$ cat config.mk
export PLATFORM = sky130hd
export DESIGN_NAME = count_event_fifo
export DESIGN_NICKNAME = d
export VERILOG_FILES = /design/src/rtl/count_event_fifo.sv
export SDC_FILE = /design/constraint.sdc
export NUM_CORES = 1
export LEC_CHECK = 0
export ABC_AREA = 0
export BUFFER_PORTS_ARGS = -buffer_cell sky130_fd_sc_hd__buf_2
export CAP_MARGIN = 5
export CELL_PAD_IN_SITES_DETAIL_PLACEMENT = 1
export CELL_PAD_IN_SITES_GLOBAL_PLACEMENT = 1
export CORE_MARGIN = 2
export CORE_UTILIZATION = 50
export CTS_CLUSTER_SIZE = 28
export DETAILED_ROUTE_END_ITERATION = 8
export PLACE_DENSITY = 0.85
export SYNTH_ARGS = -nofsm -noshare
export SYNTH_HDL_FRONTEND = slang
export SYNTH_SLANG_ARGS = --single-unit
$ cat constraint.sdc
create_clock -name clock -period 5.95 [get_ports clock]
set_input_delay 0.595 -clock clock [delete_from_list [all_inputs] [get_ports clock]]
set_output_delay 0.595 -clock clock [all_outputs]
set_load 0.1 [all_outputs]
$ cat src/rtl/count_event_fifo.sv
// count_event_fifo
// Observes the output of a mod-(MAX_CNT+1) up/down counter, classifies every
// sampled transition and queues the non-trivial ones (wrap, jump, illegal) as
// timestamped records in a small FIFO drained over a valid/ready handshake.
// Records that find the FIFO full (and no pop on the same edge) are dropped
// and counted in a saturating counter.
//
// Ports
//   clock     in   rising-edge clock
//   resetn    in   asynchronous active-low reset
//   count     in   counter value, sampled every edge
//   drop_clr  in   synchronous clear of drop_cnt
//   ev_ready  in   consumer accepts the head record
//   ev_valid  out  FIFO non-empty
//   ev_data   out  head record {code[1:0], prev[3:0], cur[3:0], ts}
//   level     out  FIFO occupancy
//   drop_cnt  out  saturating count of dropped records
module count_event_fifo #(
   parameter int unsigned DEPTH   = 4,
   parameter int unsigned TS_W    = 8,
   parameter int unsigned MAX_CNT = 10
) (
   input  logic                      clock,
   input  logic                      resetn,
   input  logic [3:0]                count,
   input  logic                      drop_clr,
   input  logic                      ev_ready,
   output logic                      ev_valid,
   output logic [10+TS_W-1:0]        ev_data,
   output logic [$clog2(DEPTH):0]    level,
   output logic [7:0]                drop_cnt
);

   localparam int unsigned PTR_W = $clog2(DEPTH);
   localparam int unsigned LVL_W = PTR_W + 1;
   localparam int unsigned REC_W = 10 + TS_W;

   localparam logic [3:0] MAX_V = 4'(MAX_CNT);

   localparam logic [1:0] CODE_WRAP_UP   = 2'd0;
   localparam logic [1:0] CODE_WRAP_DOWN = 2'd1;
   localparam logic [1:0] CODE_JUMP      = 2'd2;
   localparam logic [1:0] CODE_ILLEGAL   = 2'd3;

   // ---------------------------------------------------------------------
   // State
   // ---------------------------------------------------------------------
   logic [3:0]       smp_q,       smp_d;
   logic             have_prev_q, have_prev_d;
   logic [TS_W-1:0]  ts_q,        ts_d;
   logic [PTR_W-1:0] wr_ptr_q,    wr_ptr_d;
   logic [PTR_W-1:0] rd_ptr_q,    rd_ptr_d;
   logic [LVL_W-1:0] level_q,     level_d;
   logic [7:0]       drop_cnt_q,  drop_cnt_d;
   logic [REC_W-1:0] mem_q [DEPTH];

   // ---------------------------------------------------------------------
   // Classification
   // ---------------------------------------------------------------------
   logic [3:0]       prev_c;
   logic [3:0]       cur_c;
   logic [4:0]       prev_inc_c;
   logic [4:0]       prev_dec_c;
   logic             step_ok_c;
   logic             event_c;
   logic [1:0]       code_c;
   logic [REC_W-1:0] rec_c;

   assign prev_c = smp_q;
   assign cur_c  = count;

   // Extended by one bit so that 15+1 and 0-1 never alias a real value.
   assign prev_inc_c = {1'b0, prev_c} + 5'd1;
   assign prev_dec_c = {1'b0, prev_c} - 5'd1;

   // Priority-ordered classifier; no event until the first sample exists.
   always_comb begin
      event_c   = 1'b0;
      code_c    = CODE_JUMP;
      step_ok_c = (cur_c == prev_c)
               || ({1'b0, cur_c} == prev_inc_c)
               || ({1'b0, cur_c} == prev_dec_c);
      if (have_prev_q) begin
         if ((cur_c > MAX_V) || (prev_c > MAX_V)) begin
            event_c = 1'b1;
            code_c  = CODE_ILLEGAL;
         end else if ((prev_c == MAX_V) && (cur_c == 4'd0)) begin
            event_c = 1'b1;
            code_c  = CODE_WRAP_UP;
         end else if ((prev_c == 4'd0) && (cur_c == MAX_V)) begin
            event_c = 1'b1;
            code_c  = CODE_WRAP_DOWN;
         end else if (!step_ok_c) begin
            event_c = 1'b1;
            code_c  = CODE_JUMP;
         end
      end
   end

   // Timestamp is the value before this edge's increment.
   assign rec_c = {code_c, prev_c, cur_c, ts_q};

   // ---------------------------------------------------------------------
   // FIFO control
   // ---------------------------------------------------------------------
   logic full_c;
   logic pop_c;
   logic push_c;
   logic drop_c;

   assign full_c = (level_q == LVL_W'(DEPTH));
   assign pop_c  = ev_valid && ev_ready;
   // A full FIFO still takes the record when the head leaves on this edge.
   assign push_c = event_c && (!full_c || pop_c);
   assign drop_c = event_c && full_c && !pop_c;

   // Next-state logic for sampler, timestamp, pointers, level and drop count.
   always_comb begin
      smp_d       = count;
      have_prev_d = 1'b1;
      ts_d        = ts_q + TS_W'(1);
      wr_ptr_d    = wr_ptr_q;
      rd_ptr_d    = rd_ptr_q;
      level_d     = level_q;
      drop_cnt_d  = drop_cnt_q;

      if (push_c) begin
         wr_ptr_d = wr_ptr_q + PTR_W'(1);
      end
      if (pop_c) begin
         rd_ptr_d = rd_ptr_q + PTR_W'(1);
      end
      if (push_c && !pop_c) begin
         level_d = level_q + LVL_W'(1);
      end else if (!push_c && pop_c) begin
         level_d = level_q - LVL_W'(1);
      end

      // Clear wins over accumulation, but a drop on the same edge still counts.
      if (drop_clr) begin
         drop_cnt_d = drop_c ? 8'd1 : 8'd0;
      end else if (drop_c && (drop_cnt_q != 8'hFF)) begin
         drop_cnt_d = drop_cnt_q + 8'd1;
      end
   end

   // Control state register.
   always_ff @(posedge clock or negedge resetn) begin
      if (!resetn) begin
         smp_q       <= '0;
         have_prev_q <= 1'b0;
         ts_q        <= '0;
         wr_ptr_q    <= '0;
         rd_ptr_q    <= '0;
         level_q     <= '0;
         drop_cnt_q  <= '0;
      end else begin
         smp_q       <= smp_d;
         have_prev_q <= have_prev_d;
         ts_q        <= ts_d;
         wr_ptr_q    <= wr_ptr_d;
         rd_ptr_q    <= rd_ptr_d;
         level_q     <= level_d;
         drop_cnt_q  <= drop_cnt_d;
      end
   end

   // Record storage; contents are invalidated by the pointer/level reset.
   always_ff @(posedge clock) begin
      if (push_c) begin
         mem_q[wr_ptr_q] <= rec_c;
      end
   end

   // ---------------------------------------------------------------------
   // Outputs
   // ---------------------------------------------------------------------
   assign ev_valid = (level_q != '0);
   // Masked so stale storage never shows while empty or in reset.
   assign ev_data  = ev_valid ? mem_q[rd_ptr_q] : '0;
   assign level    = level_q;
   assign drop_cnt = drop_cnt_q;

endmodule

==> results summary, run 1 <==
For this block, the initial DRC count from the detailed router was 117. Along the worst path, the maximum fanout reaches 12. Clock latency on the worst-skew pair, taken at its later pin, is 0.36 ns. The leftover overflow at the end of global routing came out at 0. The routed layout has 2440 vias.

The number of placed I/O pins came out at 38. The max-slew violation count was 0. The global routing stage identified its most utilized layer as met2. The critical path starts at prev_c[0].

The worst register-to-register path begins at prev_c[0]. The worst hold path belongs to the class input port to asynchronous set/reset pin. The H-tree level count came out at 3. The cell area after placement came out at 4649 um^2. The final estimated routing congestion in global placement is 0.8702. The post-layout minimum cycle time is 3.572 ns. Measured in cells, the most critical reg-to-reg path has a length of 11. The total non-filler cell area in the finished layout came out at 4867 um^2. The endpoint identified for the worst register-to-register timing path is level[1].

The critical path in this run is classified as flop to flop. The via count of the first global-routing pass came to 2711. The number of antenna violations at the first check in global routing is 0. The hold buffer count at CTS is 0.

Counting along the longest clock path gives a buffer depth of 2. The total wirelength of the detailed-routed design came out at 8929 um. The die covers 9526 um^2. The post-CTS clock slew at the launch and capture registers of the worst setup and hold paths came out at 0.11 ns.

The DRC violation count after routing is 0. For the final routed database, the setup TNS stands at 0 ns. The endpoint required time on the critical path is 6.19 ns. The final clock skew came out at 0.01795 ns. After floorplanning, the core was sized to cover 8593 um^2. The post-synthesis area per instance came out at 15.87 um^2. The tree is rooted in a sky130_fd_sc_hd__clkbuf_8.

After clock tree synthesis, the repair step resized 0 gates. The reg-to-reg setup timing slack is 2.38 ns. The count of standard-cell rows is 34. The layout cell share with drive strength beyond 1 came out at 26.33%. The total clock buffers created by CTS is 9.

The cell count after synthesis came out at 276. Entering global routing, the biggest net connects 29 pins. The synthesized netlist net count is 296. The chip height came out at 97.60 um. The ratio of routed vias to standard cells is 5.714.

For this run, the leading register cell type out of synthesis is sky130_fd_sc_hd__edfxtp_1. TritonCTS built the clock tree. The detailed-placement wirelength estimate came out at 5895 um.

The maximum achievable frequency is 280.0 MHz. The slew at the pin closest to its max-slew limit came out at 1.048 ns. The residual antenna-violating net count after detailed routing is 0. The count of synthesis-stage warnings from yosys came out at 0. STA classifies the critical path endpoint as a flop. Counting flops with a built-in enable in the synthesized netlist gives 72. The first global-routing pass estimated 14390 um of wire. Leaving out fill and tap cells, the most frequent cells in the layout are 72 x sky130_fd_sc_hd__edfxtp_1, 37 x sky130_fd_sc_hd__buf_2, 28 x sky130_fd_sc_hd__dfrtp_1. The number of clock sinks came out at 100. The post-route clock period utilization is 60.03%. Setup repair after global routing left no endpoint under its margin. The global routing usage on met2 came out at 34.96%. The leading cell type in the layout, fill and taps excluded is sky130_fd_sc_hd__edfxtp_1. The number of different library cells in the post-synthesis netlist is 49. For this configuration, the core starts out at a cell density of 50.98%. The number of antenna repair diodes is 0. The first TritonRoute pass finished after 4 iterations. The number of failing setup endpoints in the final timing report is 0. The layout overhead on the synthesized area is 11.11%.

The post-synthesis sequential element count came out at 100. The global routing usage on met3 is 3.525%. The netlist area before placement is 4380 um^2. The tool flagged a number of max-cap violations equal to 0. After clock tree synthesis, the setup repair step added 0 buffers.

The number of port buffers came out at 37. The share of synthesized flip-flops with an asynchronous set or reset came out at 28.00%. The number of hold violations in the final report came out at 0. The sequential fraction of the synthesis area came out at 65.35%. Global routing used 24.34% of the available met1 tracks. The max-slew headroom at the worst pin came out at 30.11%. The final net count is 334. The flow ran to the end, and the final reports show no timing, DRC or antenna violations. The width of the chip came out at 97.60 um. The wire length per cell is 20.91 um.

The data arrival time of the critical path came out at 3.81 ns. Global routing used 19.85% of the available tracks. The worst setup path is launched from a flop.
## flip-flops by register name (all words and copies together) (netlist names)
signal	count
mem_q	72
drop_cnt	8
ts_q	8
prev_c	4
level	3
rd_ptr_q	2
wr_ptr_q	2
have_prev_q	1
## logic make-up after synthesis
logic type | synth area share, %
DFF | 65.35
and+or+nand+nor | 10.88
AOI/OAI and AO/OA | 3.942
buffers and inverters | 2.200
xor gates and xnor gates | 4.170
muxes | 9.769
adders and majority gates | 3.599
other | 0.08561
## worst max-delay path by stage
stage | to | slack (ns) | cells past startpoint
3_3_place_gp | level[1] | 2.62 | 11
4_1_cts | level[1] | 2.41 | 11
5_1_grt | level[1] | 2.13 | 11
6_report | level[1] | 2.38 | 11
3_5_place_dp | level[1] | 2.45 | 11
2_1_floorplan | ev_data[10] | 2.26 | 3
## critical path: stages, from the launching register on
cell and delay (ns):
sky130_fd_sc_hd__dfrtp_1 0.57, sky130_fd_sc_hd__inv_1 0.15, sky130_fd_sc_hd__ha_1 0.32, sky130_fd_sc_hd__xor2_1 0.19
sky130_fd_sc_hd__nand2_1 0.08, sky130_fd_sc_hd__or4b_4 0.54, sky130_fd_sc_hd__a21oi_2 0.42, sky130_fd_sc_hd__nor3_2 0.18
sky130_fd_sc_hd__ha_1 0.26, sky130_fd_sc_hd__inv_1 0.07, sky130_fd_sc_hd__fa_1 0.41, sky130_fd_sc_hd__mux2_2 0.28
## metal layers
metal | vias to the layer above | wire, um
li1 | 1119 | -
met4 | 0 | 207
met1 | 1247 | 3768
met3 | 20 | 280
met5 | - | 0
met2 | 54 | 4672
## through the flow
stage          std cells  util [%]  hold WS, ns  setup slack, ns
2_1_floorplan        276         -       0.2994            2.261
3_3_place_gp         411     54.11       0.4699            2.623
3_5_place_dp         411     54.11       0.5046            2.450
4_1_cts              427     56.64       0.2752            2.412
5_1_grt              427     56.64       0.3069            2.127
6_report             427     56.64       0.2761            2.378
## cells in the mapped netlist (3+ instances only)
| cell type | count | area [um^2] |
|---|---|---|
| sky130_fd_sc_hd__inv_1 | 10 | 37.54 |
| sky130_fd_sc_hd__xnor2_1 | 9 | 78.83 |
| sky130_fd_sc_hd__nand2_1 | 8 | 30.03 |
| sky130_fd_sc_hd__a21oi_1 | 7 | 35.03 |
| sky130_fd_sc_hd__nor2_1 | 4 | 15.01 |
| sky130_fd_sc_hd__o31ai_1 | 4 | 30.03 |
| sky130_fd_sc_hd__mux4_2 | 18 | 405.4 |
| sky130_fd_sc_hd__and3_1 | 4 | 25.02 |
| sky130_fd_sc_hd__nand3_1 | 11 | 55.05 |
| sky130_fd_sc_hd__nand2b_1 | 4 | 25.02 |
| sky130_fd_sc_hd__dfrtp_1 | 28 | 700.7 |
| sky130_fd_sc_hd__or4_1 | 5 | 37.54 |
| sky130_fd_sc_hd__a31oi_1 | 3 | 18.77 |
| sky130_fd_sc_hd__nor3_1 | 3 | 15.01 |
| sky130_fd_sc_hd__clkbuf_1 | 7 | 26.28 |
| sky130_fd_sc_hd__xor2_1 | 10 | 87.58 |
| sky130_fd_sc_hd__edfxtp_1 | 72 | 2162 |
| sky130_fd_sc_hd__and2_1 | 23 | 143.9 |
| sky130_fd_sc_hd__ha_1 | 11 | 137.6 |
## final cells by class
| class | instances | area (um^2) |
|---|---|---|
| Clock buffer | 9 | 123.9 |
| Clock inverter | 7 | 93.84 |
| Fill cell | 819 | 3726 |
| Inverter | 10 | 37.54 |
| Multi-Input combinational cell | 155 | 1421 |
| Sequential cell | 100 | 2863 |
| Tap cell | 108 | 135.1 |
| Timing Repair Buffer | 38 | 192.7 |
Power of run 1 is not shown: default switching activity piles up to over one toggle a cycle in this logic, so the estimate is an artifact.
==> run 2: changes to the inputs <==
- CORE_UTILIZATION: 50 -> 45
- PLACE_DENSITY: 0.85 -> 0.81
- clock period: 5.95 -> 3.1 ns (I/O delays scaled with it)
==> run 2 against run 1 <==
Via count decreased by 0.57%. Cell count is 7.7% higher. Global-route usage is 1.8 points lower. Clock skew is 0.010 ns lower. Highest routed layer unchanged. Critical path type unchanged. Final area is 1.6% higher. Utilization shrank 5.1 points.
==> results summary, run 2 (synthesis results as in run 1) <==
The run finished with clean final reports. The worst setup path is launched from a flop. The width of the chip came to 102.7 um (+5.2%). The library cell used most frequently in the layout, excluding fill and tap cells, is sky130_fd_sc_hd__edfxtp_1. The number of hold violations in the final report is 0 (unchanged). Counting flops per register, the top entry is mem_q. In this run the critical register-to-register path is captured at level[1]. The critical path is of the flop to flop type. The number of antenna violations at the first check in global routing came out at 0 (unchanged). The wire length per cell was 18.56 um (-11%). The final net count is 342 (+2.4%). The insertion delay of the later-clocked pin in the worst-skew pair is 0.36 ns (about the same). The worst flop-to-flop path startpoint is prev_c[0].

The reg-to-reg setup timing slack is 0.13 ns (-2.25 ns). The DRC violation count after routing came out at 0 (unchanged). The residual antenna-violating net count after detailed routing came out at 0 (unchanged). The via count of the first global-routing pass came out at 2525 (-6.9%). The layout cell share with drive strength beyond 1 is 29.05% (+2.7 points).

The slew at the pin closest to its max-slew limit came out at 0.6916 ns (-0.3568 ns). The endpoint required time on the critical path is 3.35 ns (-2.84 ns). The class of the tightest hold or removal check is input port to flop.

The CTS tree is done. The area used by sequential logic in the layout is 2863 um^2 (unchanged). The total wirelength of the detailed-routed design came to 8537 um (-4.4%). The launch point of the worst hold path is count[1].

The number of failing setup endpoints in the final timing report came out at 0 (unchanged). The maximum fanout along the worst path came out at 7 (-5). In the layout the commonest cells are 72 x sky130_fd_sc_hd__edfxtp_1, 37 x sky130_fd_sc_hd__buf_2, 28 x sky130_fd_sc_hd__dfrtp_1. The number of antenna repair diodes is 0 (unchanged). The cell sitting at the root of the clock tree is a sky130_fd_sc_hd__clkbuf_8. The detailed-router iteration count before antenna repair is 4 (unchanged).

The count of standard-cell rows is 36 (+5.9%). The first-pass GRT wire length came out at 13710 um (-4.7%). The max-cap check violation count came out at 0 (unchanged). The final estimated routing congestion in global placement came to 0.7924 (-8.9%). The maximum achievable frequency was 337.0 MHz (+20%). Setup repair after global routing could not meet its margin everywhere.

The number of clock sinks came out at 100 (unchanged). The max-slew headroom at the worst pin came out at 53.89% (+24 points). The total clock buffers created by CTS came out at 9 (unchanged).

The count of filler cells inserted in the layout is 934 (+14%). The worst hold path depth is 1. The core area came out at 9594 um^2 (+12%). The number of DRC violations after detailed-routing iteration 0 was 99 (-15%). The leftover overflow at the end of global routing came out at 0 (unchanged). The overall global routing resource usage is 18.06% (-1.8 points). The ratio of routed vias to standard cells is 5.274 (-7.7%). The sum of negative setup slack is 0 ns (unchanged). The post-layout minimum cycle time is 2.967 ns (-0.6046 ns).

The pin count of the biggest net entering global routing was 29 (unchanged). The max-slew violation count came out at 0 (unchanged). The post-CTS clock slew at the launch and capture registers of the worst setup and hold paths came out at 0.09 ns (-0.02 ns). The number of placed I/O pins came out at 38 (unchanged). The total die area is 10540 um^2 (+11%). The final clock skew is 0.007982 ns (-0.009972 ns). The endpoint kind of the worst setup timing path is a flop. The data arrival time of the critical path came to 3.22 ns (-0.59 ns).

The destination of the worst hold path is prev_c[1]. The chip height is 102.7 um (+5.2%). The flip-flop count of the largest register, all copies and words added came out at 72 (unchanged). The initial core utilization came out at 45.66% (-5.3 points). The via total after detailed routing came to 2426 (-0.57%).

The maximum clock path buffer count came out at 2 (unchanged). The H-tree level count is 3 (unchanged). The footprint of the multi-input gates came out at 1434 um^2 (+0.88%).

The detailed-placement wirelength estimate is 5663 um (-3.9%). The cell depth of the worst flop-to-flop path came out at 12 (+1). The number of port buffers came to 37 (unchanged).

The post-route clock period utilization was 95.71% (+36 points). The layout overhead on the synthesized area is 12.91%.
==> run 2: changes by cell type in the layout (fill, tap and decap cells not counted) <==
cell                            change
sky130_fd_sc_hd__buf_4              +7
sky130_fd_sc_hd__a21oi_2            -1
sky130_fd_sc_hd__and2_1             -4
sky130_fd_sc_hd__clkbuf_1           +1
sky130_fd_sc_hd__clkinv_2           +3
sky130_fd_sc_hd__dlygate4sd3_1      +1
sky130_fd_sc_hd__clkinvlp_4         -1
sky130_fd_sc_hd__inv_2              +1
sky130_fd_sc_hd__inv_1              -1
sky130_fd_sc_hd__clkinv_8           -1
sky130_fd_sc_hd__and2_2             +4
sky130_fd_sc_hd__a21oi_4            +1
sky130_fd_sc_hd__inv_8              -2
==> run 2: critical path, cell delays in order (launching register included) <==
cell	delay, ns
sky130_fd_sc_hd__dfrtp_1	0.37
sky130_fd_sc_hd__inv_2	0.06
sky130_fd_sc_hd__ha_1	0.30
sky130_fd_sc_hd__xor2_1	0.18
sky130_fd_sc_hd__nand2_1	0.07
sky130_fd_sc_hd__or4b_4	0.54
sky130_fd_sc_hd__a21oi_4	0.15
sky130_fd_sc_hd__nor3_2	0.05
sky130_fd_sc_hd__buf_4	0.18
sky130_fd_sc_hd__ha_1	0.20
sky130_fd_sc_hd__inv_1	0.07
sky130_fd_sc_hd__fa_1	0.41
sky130_fd_sc_hd__mux2_2	0.27
==> run 2: how the worst max path moves through the flow <==
stage,startpoint,to,slack [ns],cells after the start
finish,prev_c[0],level[1],0.13,12
floorplan,prev_c[0],level[1],0.13,11
global route,prev_c[1],level[1],-0.03,12
CTS,prev_c[0],level[1],0.05,12
global placement,prev_c[0],level[1],0.19,12
detailed placement,prev_c[0],level[1],0.09,12
==> run 2: repair_timing <==
item	in CTS	in global routing
setup endpoints to repair	0	73
hold endpoints to repair	23	0
buffers inserted	0	0
gates resized for setup	0	6
hold buffers	1	0
==> run 2: stage by stage <==
step | instances | util, % | hold WS (ns) | area [um^2] | worst slack [ns]
final | 460 | 51.55 | 0.1730 | 4946 | 0.1330
after global routing | 460 | 51.55 | 0.1559 | 4946 | -0.03401
after CTS | 460 | 51.42 | 0.1606 | 4933 | 0.05357
after detailed placement | 443 | 49.33 | 0.3952 | 4733 | 0.09048
after global placement | 443 | 49.33 | 0.3796 | 4733 | 0.1938
after floorplan | 276 | - | 0.01441 | 4382 | 0.1274
==> run 2: cell type report <==
cell class                      count  area share, %
Tap cell                          133          3.365
Clock inverter                      6          1.265
Timing Repair Buffer               46          5.161
Sequential cell                   100          57.88
Clock buffer                       10          2.580
Multi-Input combinational cell    155          28.99
Inverter                           10         0.7589
==> run 2: metal layers <==
layer	wire length, um	share of wire (%)	up-vias	global-route usage (%)
met4	149	1.7	0	6.769
met2	4407	52	34	30.32
li1	-	-	1132	-
met1	3758	44	1250	23.60
met5	0	0	-	0
met3	221	2.6	10	3.322
Power of run 2 is left out for the same reason.
==> run 3: changes to the inputs <==
- ABC_AREA: 0 -> 1
- CORE_UTILIZATION: 45 -> 42
==> run 3 against run 2 <==
Global-route usage increased by 1.8 points. Final area increased by 5.2%. Non-clock buffer count unchanged. Synthesized area increased by 2.3%. Register-to-register slack improved by 0.14 ns. Sequential share of layout area decreased by 2.7 points. Clock-buffer cell count unchanged. The run now ends with hold timing left.
==> results summary, run 3 <==
The flow ran to the end, but the final reports show violations. The checks that failed: hold timing. The slew at the pin closest to its max-slew limit is 0.7275 ns (+0.03584 ns). The endpoint required time on the critical path is 3.34 ns (about the same). The post-synthesis area per instance is 10.57 um^2 (-33%). The chip height came out at 107.3 um (+4.5%).

The commonest cells after synthesis are 94 x sky130_fd_sc_hd__nor2_1, 72 x sky130_fd_sc_hd__edfxtp_1, 54 x sky130_fd_sc_hd__nand2_1, 38 x sky130_fd_sc_hd__o21ai_0, 28 x sky130_fd_sc_hd__dfrtp_1. The utilization of the core after routing is 50.39% (-1.2 points). The adder-cell area share of the yosys netlist is 3.519% (-0.080 points).

The total clock buffers created by CTS is 9 (unchanged). The post-layout minimum cycle time came out at 2.825 ns (-0.1421 ns). The post-CTS setup-driven buffer insertion count was 0 (unchanged). The hold buffer count at CTS came out at 0 (-1).

The maximum single-stage delay on the critical path came to 0.47 ns (-0.07 ns). The fraction of the mapped netlist area in simple logic gates came out at 18.04% (+7.2 points). The most used flip-flop cell after synthesis is sky130_fd_sc_hd__edfxtp_1. The post-CTS clock slew at the launch and capture registers of the worst setup and hold paths is 0.10 ns (about the same). The first-pass GRT wire length is 17460 um (+27%). The number of clock sinks was 100 (unchanged). In this run the worst hold path is classified as input port to asynchronous set/reset pin. The synthesized netlist net count came out at 444 (+50%). The via total after detailed routing is 3209 (+32%). The max-slew violation count came out at 0 (unchanged).

The classification of the worst setup path is flop to flop. More flip-flops sit in one register than any other, and that register is mem_q. The ratio of routed vias to standard cells came out at 5.261 (-0.25%). The cell count after synthesis is 424 (+54%). The CTS root buffer is sky130_fd_sc_hd__clkbuf_8. The DRC violation count after routing came out at 0 (unchanged).

The maximum achievable frequency was 354.0 MHz (+5.0%). The H-tree level count is 3 (unchanged). The synthesized-area fraction occupied by ao, oa, aoi and oai cells came out at 7.121% (+3.2 points). The count of standard-cell rows came out at 37 (+2.8%).

The width of the chip was 107.3 um (+4.5%). The max-slew headroom at the worst pin came out at 51.50% (-2.4 points). The initial core utilization came to 43.40% (-2.3 points). The core area came out at 10320 um^2 (+7.6%). The sum of negative setup slack is 0 ns (unchanged). The via count of the first global-routing pass is 3468 (+37%). The maximum fanout along the worst path is 9 (+2). The flip-flop count of the largest register, all copies and words added is 72 (unchanged). The netlist area before placement was 4481 um^2 (+2.3%). TritonCTS built the clock tree. Leaving out fill and tap cells, the most frequent cell in the layout is sky130_fd_sc_hd__nor2_1. The number of hold violations in the final report came to 2 (+2).

The least setup slack across all paths after layout was 0.2751 ns (+0.1421 ns). In the post-synthesis netlist, the biggest area contributors are sky130_fd_sc_hd__edfxtp_1 48%, sky130_fd_sc_hd__dfrtp_1 16%, sky130_fd_sc_hd__nor2_1 7.9%, sky130_fd_sc_hd__nand2_1 4.5%, sky130_fd_sc_hd__o21ai_0 4.2%. The number of placed I/O pins is 38 (unchanged). By area, the combinational part of the netlist is dominated by simple AND/OR/NAND/NOR gates. The post-synthesis sequential element count came out at 100 (unchanged).

The final net count is 489 (+43%). Setup repair after global routing left no endpoint under its margin. The number of synthesized flops with an enable pin came out at 72 (unchanged). The number of port buffers is 37 (unchanged). The residual antenna-violating net count after detailed routing is 0 (unchanged). The share of synthesized flip-flops with an asynchronous set or reset came to 28.00% (unchanged). Leaving out fill and tap cells, the most frequent cells in the layout are 94 x sky130_fd_sc_hd__nor2_1, 72 x sky130_fd_sc_hd__edfxtp_1, 53 x sky130_fd_sc_hd__nand2_1. The total wirelength of the detailed-routed design is 10720 um (+26%). The endpoint kind of the worst setup timing path is a flop.

The number of failing setup endpoints in the final timing report was 0 (unchanged). The number of DRC violations after detailed-routing iteration 0 is 171 (+73%). The pre-CTS worst setup slack came out at 0.2281 ns (+0.1377 ns). The number of different library cells in the post-synthesis netlist is 33 (-33%). The number of antenna repair diodes is 0 (unchanged). The layout overhead on the synthesized area is 16.11%.

In the post-synthesis netlist, the cell with the most instances is sky130_fd_sc_hd__nor2_1. The number of antenna violations at the first check in global routing is 0 (unchanged). The sequential fraction of the synthesis area came to 63.89% (-1.5 points).

The detailed-router iteration count before antenna repair is 4 (unchanged). The insertion delay of the later-clocked pin in the worst-skew pair was 0.36 ns (about the same). The synthesized design spends more area on one cell type than any other, namely sky130_fd_sc_hd__edfxtp_1.

The max-cap check violation count is 0 (unchanged). The type of element launching the critical path is a flop. The pin count of the biggest net entering global routing is 39 (+34%).

The layout cell share with drive strength beyond 1 came out at 21.52% (-7.5 points). The multiplexer share of the synthesized area is 0.2513% (-9.5 points). The post-synthesis share of cell area spent on xor and xnor gates was 3.128% (-1.0 points). The post-route clock period utilization is 91.13% (-4.6 points). The data arrival time of the critical path is 3.06 ns (-0.16 ns). The maximum clock path buffer count came out at 2 (unchanged). Traced cell by cell, the critical path runs through inv_1 > ha_1 > inv_1 > nand2_1 > nand2_1 > nand2_1 > nor2_1 > nand3_1 > nand3_2 > nand2_2 > nand3_2 > inv_2 > ha_1 > inv_1 > fa_1 > a21oi_1 > o21ai_0 > xor2_1. The share of Yosys cell area claimed by the top area cell type is 48.25% (-1.1 points).

The wire length per cell is 17.58 um (-5.3%). The worst hold-check slack came out at -0.007028 ns (-0.1800 ns). The final clock skew is 0.01043 ns (+0.002444 ns). The detailed-placement wirelength estimate was 7076 um (+25%). The count of synthesis-stage warnings from yosys is 0 (unchanged). The overall global routing resource usage is 19.87% (+1.8 points). The leftover overflow at the end of global routing is 0 (unchanged). The final estimated routing congestion in global placement came out at 0.8865 (+12%). The total die area is 11510 um^2 (+9.2%). The slowest cell on the critical path is sky130_fd_sc_hd__dfrtp_2.
==> run 3: cell count changes in the layout (fill, tap and decap cells not counted), moves of 8 or more <==
| cell | delta |
|---|---|
| sky130_fd_sc_hd__a21oi_2 | +8 |
| sky130_fd_sc_hd__a21oi_4 | +9 |
| sky130_fd_sc_hd__and2_1 | -19 |
| sky130_fd_sc_hd__inv_1 | +16 |
| sky130_fd_sc_hd__mux4_2 | -18 |
| sky130_fd_sc_hd__nand2_1 | +45 |
| sky130_fd_sc_hd__nand3_1 | +11 |
| sky130_fd_sc_hd__nor2_1 | +90 |
| sky130_fd_sc_hd__o21ai_0 | +36 |
==> run 3: worst paths after layout <==
check	from	to	slack [ns]	cells after the start
worst max-delay path	prev_c[1]	level[2]	0.28	18
worst max register to register	prev_c[1]	level[2]	0.28	18
worst min register to register	level[0]	level[0]	0.53	1
worst min-delay path	resetn	prev_c[1]	-0.007	1
min in group clock	count[1]	prev_c[1]	0.16	1
max in group asynchronous	resetn	prev_c[0]	2.59	1
==> run 3: final cells by class <==
type                    instances  area [um^2]
multi-input cells             280         1590
well taps                     136        170.2
flip-flops and latches        100         2869
inverters                      32        120.1
clock buffers                  10        127.6
repair buffers                 46        252.7
fillers                      1139         5121
clock inverters                 6        72.57
==> run 3: kinds of logic (layout without fill, tap and decap cells) <==
group	count (synthesis)	after routing
compound gates	62	62
xor+xnor	16	16
fa+ha+maj	12	12
buf+inv	44	94
flops	100	100
mux	1	1
other cells	1	1
simple gates	188	188
==> run 3: per-layer routing <==
metal  global-route usage (%)  vias up  wire length, um
met5                        0        -                0
met4                    6.215        0              146
met3                    4.056       13              381
met2                    36.26       66             5748
met1                    23.40     1626             4447
li1                         -     1504                -
==> run 3: worst max-delay path, delay by kind of cell (launching register included) <==
| family | cells | cell delay (ns) |
|---|---|---|
| compound gates | 2 | 0.28 |
| xor+xnor | 1 | 0.15 |
| fa+ha+maj | 3 | 0.83 |
| buf+inv | 4 | 0.36 |
| flops | 1 | 0.47 |
| simple gates | 8 | 0.61 |
==> run 3: repair_timing <==
item | CTS | global route
setup endpoints to repair | 0 | 2
endpoints found under the hold margin | 0 | 0
gates resized for setup | 0 | 2
==> run 3: per-stage QoR <==
stage                     cell area [um^2]  hold slack [ns]  std cells
after floorplan                       4642          0.01441        424
after global placement                5000           0.3920        594
after detailed placement              5000           0.4092        594
after CTS                             5200         0.005601        610
after global routing                  5202         0.009334        610
final                                 5202        -0.007028        610
Power of run 3 is left out for the same reason.
